<file path="config.mk">
export PLATFORM = sky130hd
export DESIGN_NAME = fifo_push_arbiter
export DESIGN_NICKNAME = d
export VERILOG_FILES = /design/src/rtl/fifo_arb_pkg.sv /design/src/rtl/fifo_push_arbiter_rr_pick.sv /design/src/rtl/fifo_push_arbiter.sv
export SDC_FILE = /design/constraint.sdc
export NUM_CORES = 1
export LEC_CHECK = 0
export CORE_ASPECT_RATIO = 0.5
export CORE_UTILIZATION = 42
export DETAILED_ROUTE_END_ITERATION = 7
export GPL_ROUTABILITY_DRIVEN = 0
export GPL_TIMING_DRIVEN = 0
export PLACE_DENSITY = 0.87
export REMOVE_ABC_BUFFERS = 1
export SKIP_CTS_REPAIR_TIMING = 1
export SYNTH_ARGS = -nofsm -noshare
export SYNTH_HDL_FRONTEND = slang
export SYNTH_HIERARCHICAL = 1
export SYNTH_SLANG_ARGS = --single-unit
</file>
<file path="constraint.sdc">
create_clock -name clk -period 14.61 [get_ports clk]
set_clock_uncertainty 0.1 [all_clocks]
set_input_delay 2.922 -clock clk [delete_from_list [all_inputs] [get_ports clk]]
set_output_delay 2.922 -clock clk [all_outputs]
set_load 0.05 [all_outputs]
</file>
<file path="src/rtl/fifo_arb_pkg.sv">
// Shared constants and width helpers for the round-robin FIFO push arbiter.
package fifo_arb_pkg;

  localparam int ARB_REQ   = 4;
  localparam int ARB_BITS  = 8;
  localparam int ARB_DEPTH = 16;
  localparam int STAT_W    = 16;

  // Width of a counter that must represent 0..depth inclusive.
  function automatic int occ_w(input int depth);
    return $clog2(depth + 1);
  endfunction

endpackage

</file>
<file path="src/rtl/fifo_push_arbiter_rr_pick.sv">
// Combinational round-robin picker: first set req at or above ptr, wrapping; zero latency.
// When en is low nothing is granted, which is how upstream backpressure reaches requesters.
module rr_pick #(
  parameter int N  = 4,
  parameter int IW = $clog2(N)
) (
  input  logic [N-1:0]  req,
  input  logic [IW-1:0] ptr,
  input  logic          en,
  output logic [N-1:0]  gnt,
  output logic [IW-1:0] idx
);

  localparam int SW = IW + 1;

  logic [SW-1:0] slot;
  logic          found;

  always_comb begin
    gnt   = '0;
    idx   = '0;
    found = 1'b0;
    slot  = '0;
    for (int off = 0; off < N; off++) begin
      // ptr + off never reaches 2N, so one conditional subtract is a full mod N.
      slot = {1'b0, ptr} + SW'(off);
      if (slot >= SW'(N)) begin
        slot = slot - SW'(N);
      end
      if (en && !found && req[slot[IW-1:0]]) begin
        found                = 1'b1;
        gnt[slot[IW-1:0]]    = 1'b1;
        idx                  = slot[IW-1:0];
      end
    end
  end

endmodule

</file>
<file path="src/rtl/fifo_push_arbiter.sv">
// Round-robin push arbiter in front of fifo_flops; grant-to-push latency 1 cycle, optional stats via FIFO_ARB_STATS_EN.
// Backpressure: credit counter withholds all grants while occ == depth or full is high; requesters hold req until granted.
module fifo_push_arbiter
  import fifo_arb_pkg::*;
#(
  parameter  int requesters = ARB_REQ,
  parameter  int bits       = ARB_BITS,
  parameter  int depth      = ARB_DEPTH,
  localparam int OW         = occ_w(depth),
  localparam int IW         = $clog2(requesters)
) (
  input  logic                         clk,
  input  logic                         rst,
  input  logic [requesters-1:0]        req,
  input  logic [requesters*bits-1:0]   data_in,
  output logic [requesters-1:0]        gnt,
  input  logic                         pop,
  input  logic                         full,
  output logic                         push,
  output logic [bits-1:0]              Din,
  output logic [OW-1:0]                occ,
  output logic                         err,
  output logic [requesters*STAT_W-1:0] grant_cnt
);

  logic [IW-1:0]   ptr_q, ptr_d;
  logic [OW-1:0]   occ_q, occ_d;
  logic            push_q, push_d;
  logic [bits-1:0] din_q, din_d;
  logic            err_q, err_d;

  logic            eligible;
  logic            gnt_any;
  logic            pop_ok;
  logic [IW-1:0]   gnt_idx;

  // A same-cycle pop does not free a credit for this cycle's grant.
  assign eligible = !rst && (occ_q < OW'(depth)) && !full;
  assign gnt_any  = |gnt;
  assign pop_ok   = pop && (occ_q != '0);

  rr_pick #(.N(requesters), .IW(IW)) u_pick (
    .req (req),
    .ptr (ptr_q),
    .en  (eligible),
    .gnt (gnt),
    .idx (gnt_idx)
  );

  always_comb begin
    ptr_d  = ptr_q;
    push_d = gnt_any;
    din_d  = din_q;
    occ_d  = occ_q;
    err_d  = err_q;

    if (gnt_any) begin
      ptr_d = (gnt_idx == IW'(requesters - 1)) ? '0 : gnt_idx + 1'b1;
    end
    for (int i = 0; i < requesters; i++) begin
      if (gnt[i]) begin
        din_d = data_in[i*bits +: bits];
      end
    end

    case ({gnt_any, pop_ok})
      2'b10:   occ_d = occ_q + 1'b1;
      2'b01:   occ_d = occ_q - 1'b1;
      default: occ_d = occ_q;
    endcase

    if (pop && occ_q == '0) begin
      err_d = 1'b1;
    end
    if (full && occ_q < OW'(depth)) begin
      err_d = 1'b1;
    end
  end

  always_ff @(posedge clk) begin
    if (rst) begin
      ptr_q  <= '0;
      occ_q  <= '0;
      push_q <= 1'b0;
      din_q  <= '0;
      err_q  <= 1'b0;
    end else begin
      ptr_q  <= ptr_d;
      occ_q  <= occ_d;
      push_q <= push_d;
      din_q  <= din_d;
      err_q  <= err_d;
    end
  end

  assign push = push_q;
  assign Din  = din_q;
  assign occ  = occ_q;
  assign err  = err_q;

`ifdef FIFO_ARB_STATS_EN
  logic [STAT_W-1:0] cnt_q [requesters];
  logic [STAT_W-1:0] cnt_d [requesters];

  always_comb begin
    for (int i = 0; i < requesters; i++) begin
      cnt_d[i] = cnt_q[i];
      if (gnt[i] && cnt_q[i] != '1) begin
        cnt_d[i] = cnt_q[i] + 1'b1;
      end
    end
  end

  always_ff @(posedge clk) begin
    for (int i = 0; i < requesters; i++) begin
      if (rst) begin
        cnt_q[i] <= '0;
      end else begin
        cnt_q[i] <= cnt_d[i];
      end
    end
  end

  always_comb begin
    grant_cnt = '0;
    for (int i = 0; i < requesters; i++) begin
      grant_cnt[i*STAT_W +: STAT_W] = cnt_q[i];
    end
  end
`else
  assign grant_cnt = '0;
`endif

endmodule
</file>
==> flow_metrics.env, run 1 <==
export IMPL_status="completed"
export IMPL_cp_max_fo=21
export IMPL_comb_power_share=0.742
export IMPL_async_flop_share=0
export IMPL_clockBufferDepth=2
export IMPL_vias=1767
export IMPL_cts_sinks=17
export IMPL_crit_arrival_ns=6.91
export IMPL_swShare=0.561
export IMPL_critPathBufInv=2
export IMPL_leakagePower_nw=1.01
export IMPL_seq_area_frac_synth=0.157
export IMPL_worst_setup_path_end_kind="output pin"
export IMPL_wl_um=4320
export IMPL_overflow=0
export IMPL_synth_seq_cells=17
export IMPL_n_fill_cell=449
export IMPL_clock_latency_ns=0.26
export IMPL_first_global_vias=1486
export IMPL_syn_area_per_cell_um2=8.32
export IMPL_dp_hpwl_um=3320
export IMPL_p_clk_frac=0.074
export IMPL_area_delta_synth_final_pct=16.6
export IMPL_post_route_period_util=0.680
export IMPL_nNetsFinal=361
export IMPL_antenna_found_initial=0
export IMPL_synth_ff_type="dfxtp_1"
export IMPL_rrSetupSlack_ns=8.86
export IMPL_synth_most_common_cell="buf_4"
export IMPL_fp_dieW_um=104
export IMPL_fmax_ghz=0.101
export IMPL_drc=0
export IMPL_avgRoutedWirePerCell_um=11.4
export IMPL_p_per_area_mw_per_mm2=195
export IMPL_ir_drop_mv=0.0732
export IMPL_ys_types=49
export IMPL_fp_dieH_um=52.8
export IMPL_dieArea_mm2=0.00548
export IMPL_setup_slack_ns=4.68
export IMPL_layout_drive_gt1_share=0.0782
export IMPL_slowest_delay_ns=0.94
export IMPL_path_class="input pin to output pin"
export IMPL_dp_slack_ns=4.62
export IMPL_final_min_clock_period_ns=9.93
export IMPL_finalPower_mw=0.493
export IMPL_drt_initial_drc_count=148
export IMPL_crit_path_top_delay_cell="nor3_1"
export IMPL_htreeDepth=1
export IMPL_fp_row_count=18
export IMPL_port_buffers=58
export IMPL_yosysTopAreaCell="buf_4"
export IMPL_yosys_warnings=6
export IMPL_syn_cell_area_mm2=0.00217
export IMPL_cts_buffers=3
export IMPL_min_path_type="flip-flop to flip-flop"
export IMPL_rsz0062_at_grt="no"
export IMPL_synth_edf_count=0
export IMPL_p_sw_mw=0.277
export IMPL_drv_slew=0
export IMPL_p_int_mw=0.217
export IMPL_synth_common_cells="64 x buf_4, 21 x mux2i_1, 21 x nor2_1, 17 x dfxtp_1, 16 x nand2_1"
export IMPL_setup_violations=0
export IMPL_p_seq_frac=0.184
export IMPL_n_antenna_cell=0
export IMPL_hold_viol=0
export IMPL_max_slew_worst_pin_slew_ns=0.894
export IMPL_grt_pass1_wl_um=6470
export IMPL_boundaryPins=123
export IMPL_ys_top_cells_by_area="buf_4 22%, dfxtp_1 16%, mux2i_1 9.7%"
export IMPL_cpLargestDelayFamily="buffers and inverters"
export IMPL_core_area_mm2=0.00495
export IMPL_cts_tree="yes"
export IMPL_yosys_area_top_type_share=0.221
export IMPL_fin_tns_setup_ns=0
export IMPL_final_antenna_net_count=0
export IMPL_worstSetupStartpointType="input pin"
export IMPL_syn_inst=261
export IMPL_vias_per_cell=4.69
export IMPL_grt_max_degree=22
export IMPL_cp_cell_sequence="clkdlybuf4s50_1 -> nor3_1 -> o211ai_1 -> o22ai_1 -> and3b_2 -> a221o_1 -> clkdlybuf4s50_1"
export IMPL_grt_use_total=0.143
export IMPL_clockRootBuffer="clkbuf_8"
export IMPL_cp_data_required_time_ns=11.59
export IMPL_initial_utilization=0.438
export IMPL_relSlewSlack=0.400
export IMPL_path_common_cell="clkdlybuf4s50_1"
export IMPL_clkSlewWorstSetupHoldPaths_ns=0.07
export IMPL_drt_pass1_iter_count=5
export IMPL_maxCapViolCount=0
export IMPL_final_util=0.511
-- power groups by stage --
stage	Combinational [mW]	Clock [mW]	Sequential, mW
2_1_floorplan	0.217	0	0.149
3_3_place_gp	0.354	0	0.0899
3_5_place_dp	0.363	0	0.0913
4_1_cts	0.364	0.0373	0.0906
5_1_grt	0.392	0.0389	0.0942
6_report	0.366	0.0365	0.0910
-- cells in the final DEF, fill, tap and decap left out, types with 3 or more instances in the layout --
| cell | instances |
|---|---|
| a211oi_2 | 8 |
| a21boi_1 | 4 |
| a21oi_1 | 6 |
| a221o_1 | 4 |
| clkbuf_8 | 3 |
| clkdlybuf4s50_1 | 58 |
| conb_1 | 64 |
| dfxtp_1 | 17 |
| ha_1 | 13 |
| inv_1 | 5 |
| mux2_2 | 3 |
| mux2i_1 | 21 |
| nand2_1 | 16 |
| nand3_1 | 4 |
| nor2_1 | 21 |
| nor2b_1 | 6 |
| nor3_1 | 3 |
| o211ai_1 | 4 |
| o21ai_0 | 15 |
-- path summary, 6_finish.rpt --
check / startpoint / to / depth (start not counted)
setup / recovery: rst / gnt[1] / 7
hold / removal: err / err / 2
setup reg to reg: ptr_q[0] / occ[4] / 16
hold reg to reg: err / err / 2
-- worst min-delay path, delay by kind of cell (launching register included) --
family | cells | cell delay, ns
AND/OR/NAND/NOR | 1 | 0.08
flip-flops | 1 | 0.34
AO/OA/AOI/OAI | 1 | 0.05
-- sequential cells by signal, summed over array words and instances (netlist names) --
| name | cells |
|---|---|
| Din | 8 |
| occ | 5 |
| ptr_q | 2 |
| err | 1 |
| push | 1 |
-- kinds of logic after synthesis --
group	synth area share
adders and majority gates	0.0749
AOI/OAI and AO/OA	0.198
buffers and inverters	0.285
DFF	0.157
muxes	0.140
xor gates and xnor gates	0.0121
and+or+nand+nor	0.131
other	0.00173
-- final cells by class --
class | instances | area (um2) | area share
timing repair buffer | 58 | 581 | 0.229
clock inverter | 1 | 7.51 | 0.00297
inverter | 7 | 26.3 | 0.0104
multi-input combinational | 221 | 1450 | 0.572
tap | 70 | 87.6 | 0.0346
clock buffer | 3 | 41.3 | 0.0163
sequential | 17 | 340 | 0.134
-- metrics by stage --
stage	std cells	instance area (um2)	hold WS, ns
after floorplan	245	1810	0.472
after global placement	373	2480	0.373
after detailed placement	373	2480	0.397
after CTS	377	2530	0.421
after global routing	377	2530	0.446
final	377	2530	0.403
-- per-layer routing --
layer  global-route usage  routed length (um)
met1                0.165                1870
met2                0.284                2200
met3               0.0261                 230
met4               0.0286                  15
met5                    0                   0
Note: power is estimated with default switching activity, not from simulation.
==> run 2, diff against run 1 <==
--- a/config.mk
+++ b/config.mk
@@ -6,11 +6,11 @@
 export NUM_CORES = 1
 export LEC_CHECK = 0
 export CORE_ASPECT_RATIO = 0.5
-export CORE_UTILIZATION = 42
+export CORE_UTILIZATION = 35
 export DETAILED_ROUTE_END_ITERATION = 7
 export GPL_ROUTABILITY_DRIVEN = 0
 export GPL_TIMING_DRIVEN = 0
-export PLACE_DENSITY = 0.87
+export PLACE_DENSITY = 0.77
 export REMOVE_ABC_BUFFERS = 1
 export SKIP_CTS_REPAIR_TIMING = 1
 export SYNTH_ARGS = -nofsm -noshare
==> constraint.sdc (replaced) <==
create_clock -name clk -period 8.9 [get_ports clk]
set_clock_uncertainty 0.1 [all_clocks]
set_input_delay 1.78 -clock clk [delete_from_list [all_inputs] [get_ports clk]]
set_output_delay 1.78 -clock clk [all_outputs]
set_load 0.05 [all_outputs]
==> run 2 against run 1 <==
  * Die area grew 19%
  * Sequential cell count unchanged
  * Sequential power increased by 65%
  * Non-clock buffer count did not move
  * Critical path depth did not move
  * First-iteration DRC count is 51% lower
  * Hold slack improved by 0.030 ns
  * Sequential share of layout area is 0.25 points lower
  * Global-route usage shrank 1.4 points
  * Worst setup slack got worse by 3.5 ns
  * Largest power group unchanged
  * Highest routed layer unchanged
==> flow_metrics.env, run 2 (synthesis results as in run 1) <==
export IMPL_crit_path_top_delay_cell="nor3_1"
export IMPL_setup_violations=0
export IMPL_cp_data_required_time_ns=7.02
export IMPL_worstSetupStartpointType="input pin"
export IMPL_dieArea_mm2=0.00654
export IMPL_boundaryPins=123
export IMPL_fp_dieH_um=57.7
export IMPL_nNetsFinal=361
export IMPL_fp_dieW_um=113
export IMPL_overflow=0
export IMPL_cts_buffers=3
export IMPL_clock_latency_ns=0.25
export IMPL_port_buffers=58
export IMPL_p_per_area_mw_per_mm2=325
export IMPL_clockRootBuffer="clkbuf_16"
export IMPL_grt_use_total=0.129
export IMPL_drt_initial_drc_count=73
export IMPL_largest_register_ffs=8
export IMPL_avgRoutedWirePerCell_um=11.2
export IMPL_grt_max_degree=22
export IMPL_dp_slack_ns=1.14
export IMPL_fmax_ghz=0.130
export IMPL_path_common_cell="clkdlybuf4s50_1"
export IMPL_setup_slack_ns=1.22
export IMPL_cp_max_fo=21
export IMPL_ir_drop_mv=0.112
export IMPL_first_global_vias=1535
export IMPL_wl_um=4400
export IMPL_cts_tree="yes"
export IMPL_slowest_delay_ns=0.96
export IMPL_layout_drive_gt1_share=0.0782
export IMPL_hold_viol=0
export IMPL_vias=1757
export IMPL_htreeDepth=1
export IMPL_clockBufferDepth=2
export IMPL_clkSlewWorstSetupHoldPaths_ns=0.05
export IMPL_maxCapViolCount=0
export IMPL_relSlewSlack=0.381
export IMPL_worst_setup_path_end_kind="output pin"
export IMPL_cts_sinks=17
export IMPL_rsz0062_at_grt="no"
export IMPL_core_area_mm2=0.00573
export IMPL_n_fill_cell=574
export IMPL_area_delta_synth_final_pct=18.8
export IMPL_antenna_found_initial=0
export IMPL_crit_arrival_ns=5.80
export IMPL_status="completed"
export IMPL_final_min_clock_period_ns=7.68
export IMPL_final_antenna_net_count=0
export IMPL_layout_common_cells="64 x conb_1, 58 x clkdlybuf4s50_1, 21 x nor2_1, 21 x mux2i_1, 17 x dfxtp_1"
export IMPL_max_slew_worst_pin_slew_ns=0.922
export IMPL_drv_slew=0
export IMPL_min_path_type="flip-flop to flip-flop"
export IMPL_layout_commonest_cell="conb_1"
export IMPL_initial_utilization=0.379
export IMPL_drc=0
export IMPL_leakagePower_nw=1.03
export IMPL_dp_hpwl_um=3380
export IMPL_grt_pass1_wl_um=6920
export IMPL_cp_cell_sequence="clkdlybuf4s50_1 -> nor3_1 -> o211ai_1 -> o22ai_1 -> and3b_2 -> a221o_1 -> clkdlybuf4s50_1"
export IMPL_drt_pass1_iter_count=6
export IMPL_whs_ns=0.433
export IMPL_vias_per_cell=4.49
export IMPL_n_antenna_cell=0
export IMPL_post_route_period_util=0.863
export IMPL_path_class="input pin to output pin"
export IMPL_fp_row_count=19
export IMPL_fin_tns_setup_ns=0
-- run 2: area by class of cell --
type | count | area, um2 | area share
Clock buffer | 3 | 75.1 | 0.0291
Clock inverter | 1 | 5.00 | 0.00194
Inverter | 7 | 26.3 | 0.0102
Multi-Input combinational cell | 221 | 1450 | 0.561
Sequential cell | 17 | 340 | 0.132
Tap cell | 84 | 105 | 0.0407
Timing Repair Buffer | 58 | 581 | 0.225
-- run 2: critical path, delay by kind of cell --
| kind | cells | cell delay, ns |
|---|---|---|
| buffers and inverters | 2 | 1.79 |
| and+or+nand+nor | 2 | 1.24 |
| AOI/OAI and AO/OA | 3 | 0.97 |
-- run 2: report_power, final --
group	total, mW	leakage (nW)	internal [mW]	switching, mW
Combinational	0.597	0.853	0.214	0.383
Clock	0.0904	0.0409	0.0601	0.0302
Sequential	0.150	0.140	0.110	0.0400
Total	0.837	1.03	0.384	0.453
-- run 2: worst paths after layout --
path	start	end	slack, ns	cells after the start
max	rst	gnt[3]	1.22	7
min	Din[2]	Din[2]	0.43	2
max reg2reg	ptr_q[0]	occ[4]	3.03	16
min reg2reg	Din[2]	Din[2]	0.43	2
-- run 2: layer usage --
layer	up-vias	GRT usage	part of all wire
li1	878	-	-
met1	813	0.160	0.45
met2	62	0.243	0.50
met3	4	0.0199	0.044
met4	0	0.0244	0.0086
met5	-	0	0
-- run 2: through the flow --
| stage | total power [mW] | instances | area (um2) | utilization |
|---|---|---|---|---|
| 3_5_place_dp | 0.748 | 387 | 2500 | 0.436 |
| 4_1_cts | 0.844 | 391 | 2580 | 0.450 |
| 2_1_floorplan | 0.602 | 245 | 1810 | - |
| 3_3_place_gp | 0.738 | 387 | 2500 | 0.436 |
| 6_report | 0.837 | 391 | 2580 | 0.450 |
| 5_1_grt | 0.901 | 391 | 2580 | 0.450 |
==> run 3, diff against run 2 <==
--- a/config.mk
+++ b/config.mk
@@ -5,7 +5,6 @@
 export SDC_FILE = /design/constraint.sdc
 export NUM_CORES = 1
 export LEC_CHECK = 0
-export CORE_ASPECT_RATIO = 0.5
 export CORE_UTILIZATION = 35
 export DETAILED_ROUTE_END_ITERATION = 7
 export GPL_ROUTABILITY_DRIVEN = 0
@@ -13,6 +12,7 @@
 export PLACE_DENSITY = 0.77
 export REMOVE_ABC_BUFFERS = 1
 export SKIP_CTS_REPAIR_TIMING = 1
+export SLEW_MARGIN = 20
 export SYNTH_ARGS = -nofsm -noshare
 export SYNTH_HDL_FRONTEND = slang
 export SYNTH_HIERARCHICAL = 1
==> run 3 against run 2 <==
  * First-iteration DRC count decreased by 21%
  * Highest routed layer unchanged
  * Global-route usage is essentially flat
  * Largest power group unchanged
  * Hold slack worse by 0.051 ns
==> flow_metrics.env, run 3 (synthesis results as in run 1) <==
export IMPL_status="completed"
export IMPL_initial_utilization=0.364
export IMPL_final_antenna_net_count=0
export IMPL_clkSlewWorstSetupHoldPaths_ns=0.07
export IMPL_fp_dieW_um=80.8
export IMPL_fmax_ghz=0.129
export IMPL_largest_register_ffs=8
export IMPL_dp_slack_ns=1.12
export IMPL_hold_viol=0
export IMPL_overflow=0
export IMPL_area_delta_synth_final_pct=16.7
export IMPL_n_fill_cell=610
export IMPL_maxCapViolCount=0
export IMPL_rsz0062_at_grt="no"
export IMPL_drt_initial_drc_count=58
export IMPL_worstSetupStartpointType="input pin"
export IMPL_dr_wl_met2_um=2130
export IMPL_p_per_area_mw_per_mm2=318
export IMPL_port_buffers=58
export IMPL_leakagePower_nw=1.02
export IMPL_dr_max_layer_used="met4"
export IMPL_wl_um=4490
export IMPL_place_area_mm2=0.00249
export IMPL_crit_arrival_ns=5.88
export IMPL_layout_common_cells="64 x conb_1, 58 x clkdlybuf4s50_1, 21 x nor2_1, 21 x mux2i_1, 17 x dfxtp_1"
export IMPL_path_class="input pin to output pin"
export IMPL_finalPower_mw=0.806
export IMPL_layout_commonest_cell="conb_1"
export IMPL_avgRoutedWirePerCell_um=11.7
export IMPL_htreeDepth=1
export IMPL_cts_tree="yes"
export IMPL_layout_drive_gt1_share=0.0749
export IMPL_cts_sinks=17
export IMPL_core_area_mm2=0.00596
export IMPL_setup_violations=0
export IMPL_ir_drop_mv=0.249
export IMPL_cp_max_fo=21
export IMPL_antenna_found_initial=0
export IMPL_drc=0
export IMPL_min_path_type="flip-flop to flip-flop"
export IMPL_fin_area_mm2=0.00253
export IMPL_grt_pass1_wl_um=6670
export IMPL_vias_per_cell=4.66
export IMPL_whs_ns=0.382
export IMPL_first_global_vias=1479
export IMPL_n_antenna_cell=0
export IMPL_drv_slew=0
export IMPL_final_min_clock_period_ns=7.76
export IMPL_max_slew_worst_pin_slew_ns=0.967
export IMPL_worst_setup_path_end_kind="output pin"
export IMPL_post_route_period_util=0.871
export IMPL_vias=1782
export IMPL_setup_slack_ns=1.14
export IMPL_fp_row_count=28
export IMPL_relSlewSlack=0.353
export IMPL_nNetsFinal=361
export IMPL_clock_latency_ns=0.25
export IMPL_cts_buffers=3
export IMPL_fp_dieH_um=80.8
export IMPL_dieArea_mm2=0.00652
export IMPL_boundaryPins=123
export IMPL_cp_data_required_time_ns=7.02
export IMPL_drt_pass1_iter_count=4
export IMPL_grt_max_degree=22
export IMPL_wl_met3_um=430
export IMPL_grt_use_total=0.129
export IMPL_clockRootBuffer="clkbuf_8"
export IMPL_dp_hpwl_um=3440
export IMPL_fin_tns_setup_ns=0
export IMPL_clockBufferDepth=2
export IMPL_m1WireLength_um=1910
-- run 3: where the power goes --
| group | switching [mW] | internal, mW | total (mW) |
|---|---|---|---|
| registers | 0.0392 | 0.110 | 0.149 |
| logic | 0.383 | 0.215 | 0.598 |
| clock network | 0.0271 | 0.0318 | 0.0589 |
| total | 0.450 | 0.356 | 0.806 |
-- run 3: layout make-up --
class | instances | area, um2 | share of cell area
clock buffers | 4 | 45.0 | 0.0178
inverters | 7 | 26.3 | 0.0104
multi-input cells | 221 | 1450 | 0.571
flip-flops and latches | 17 | 340 | 0.134
well taps | 75 | 93.8 | 0.0370
repair buffers | 58 | 581 | 0.229
-- run 3: metal layers --
metal / GRT usage / vias to the layer above
met4: 0.0179 / 0
met2: 0.238 / 77
met5: 0 / -
met3: 0.0348 / 2
li1: - / 881
met1: 0.151 / 822
-- run 3: stage by stage --
| stage | cells | utilization |
|---|---|---|
| final | 382 | 0.425 |
| after global routing | 382 | 0.425 |
| after CTS | 382 | 0.425 |
| after detailed placement | 378 | 0.418 |
| after global placement | 378 | 0.418 |
| after floorplan | 245 | - |
-- run 3: final timing paths --
path         startpoint  endpoint  slack (ns)  cells after the start
max                 rst    gnt[1]        1.14                      7
min reg2reg         err       err        0.38                      2
min                 err       err        0.38                      2
max reg2reg    ptr_q[0]    occ[4]        3.09                     16
-- run 3: worst max-delay path, cell delays in order --
cell	delay, ns
clkdlybuf4s50_1	0.90
nor3_1	0.99
o211ai_1	0.21
o22ai_1	0.26
and3b_2	0.28
a221o_1	0.53
clkdlybuf4s50_1	0.92
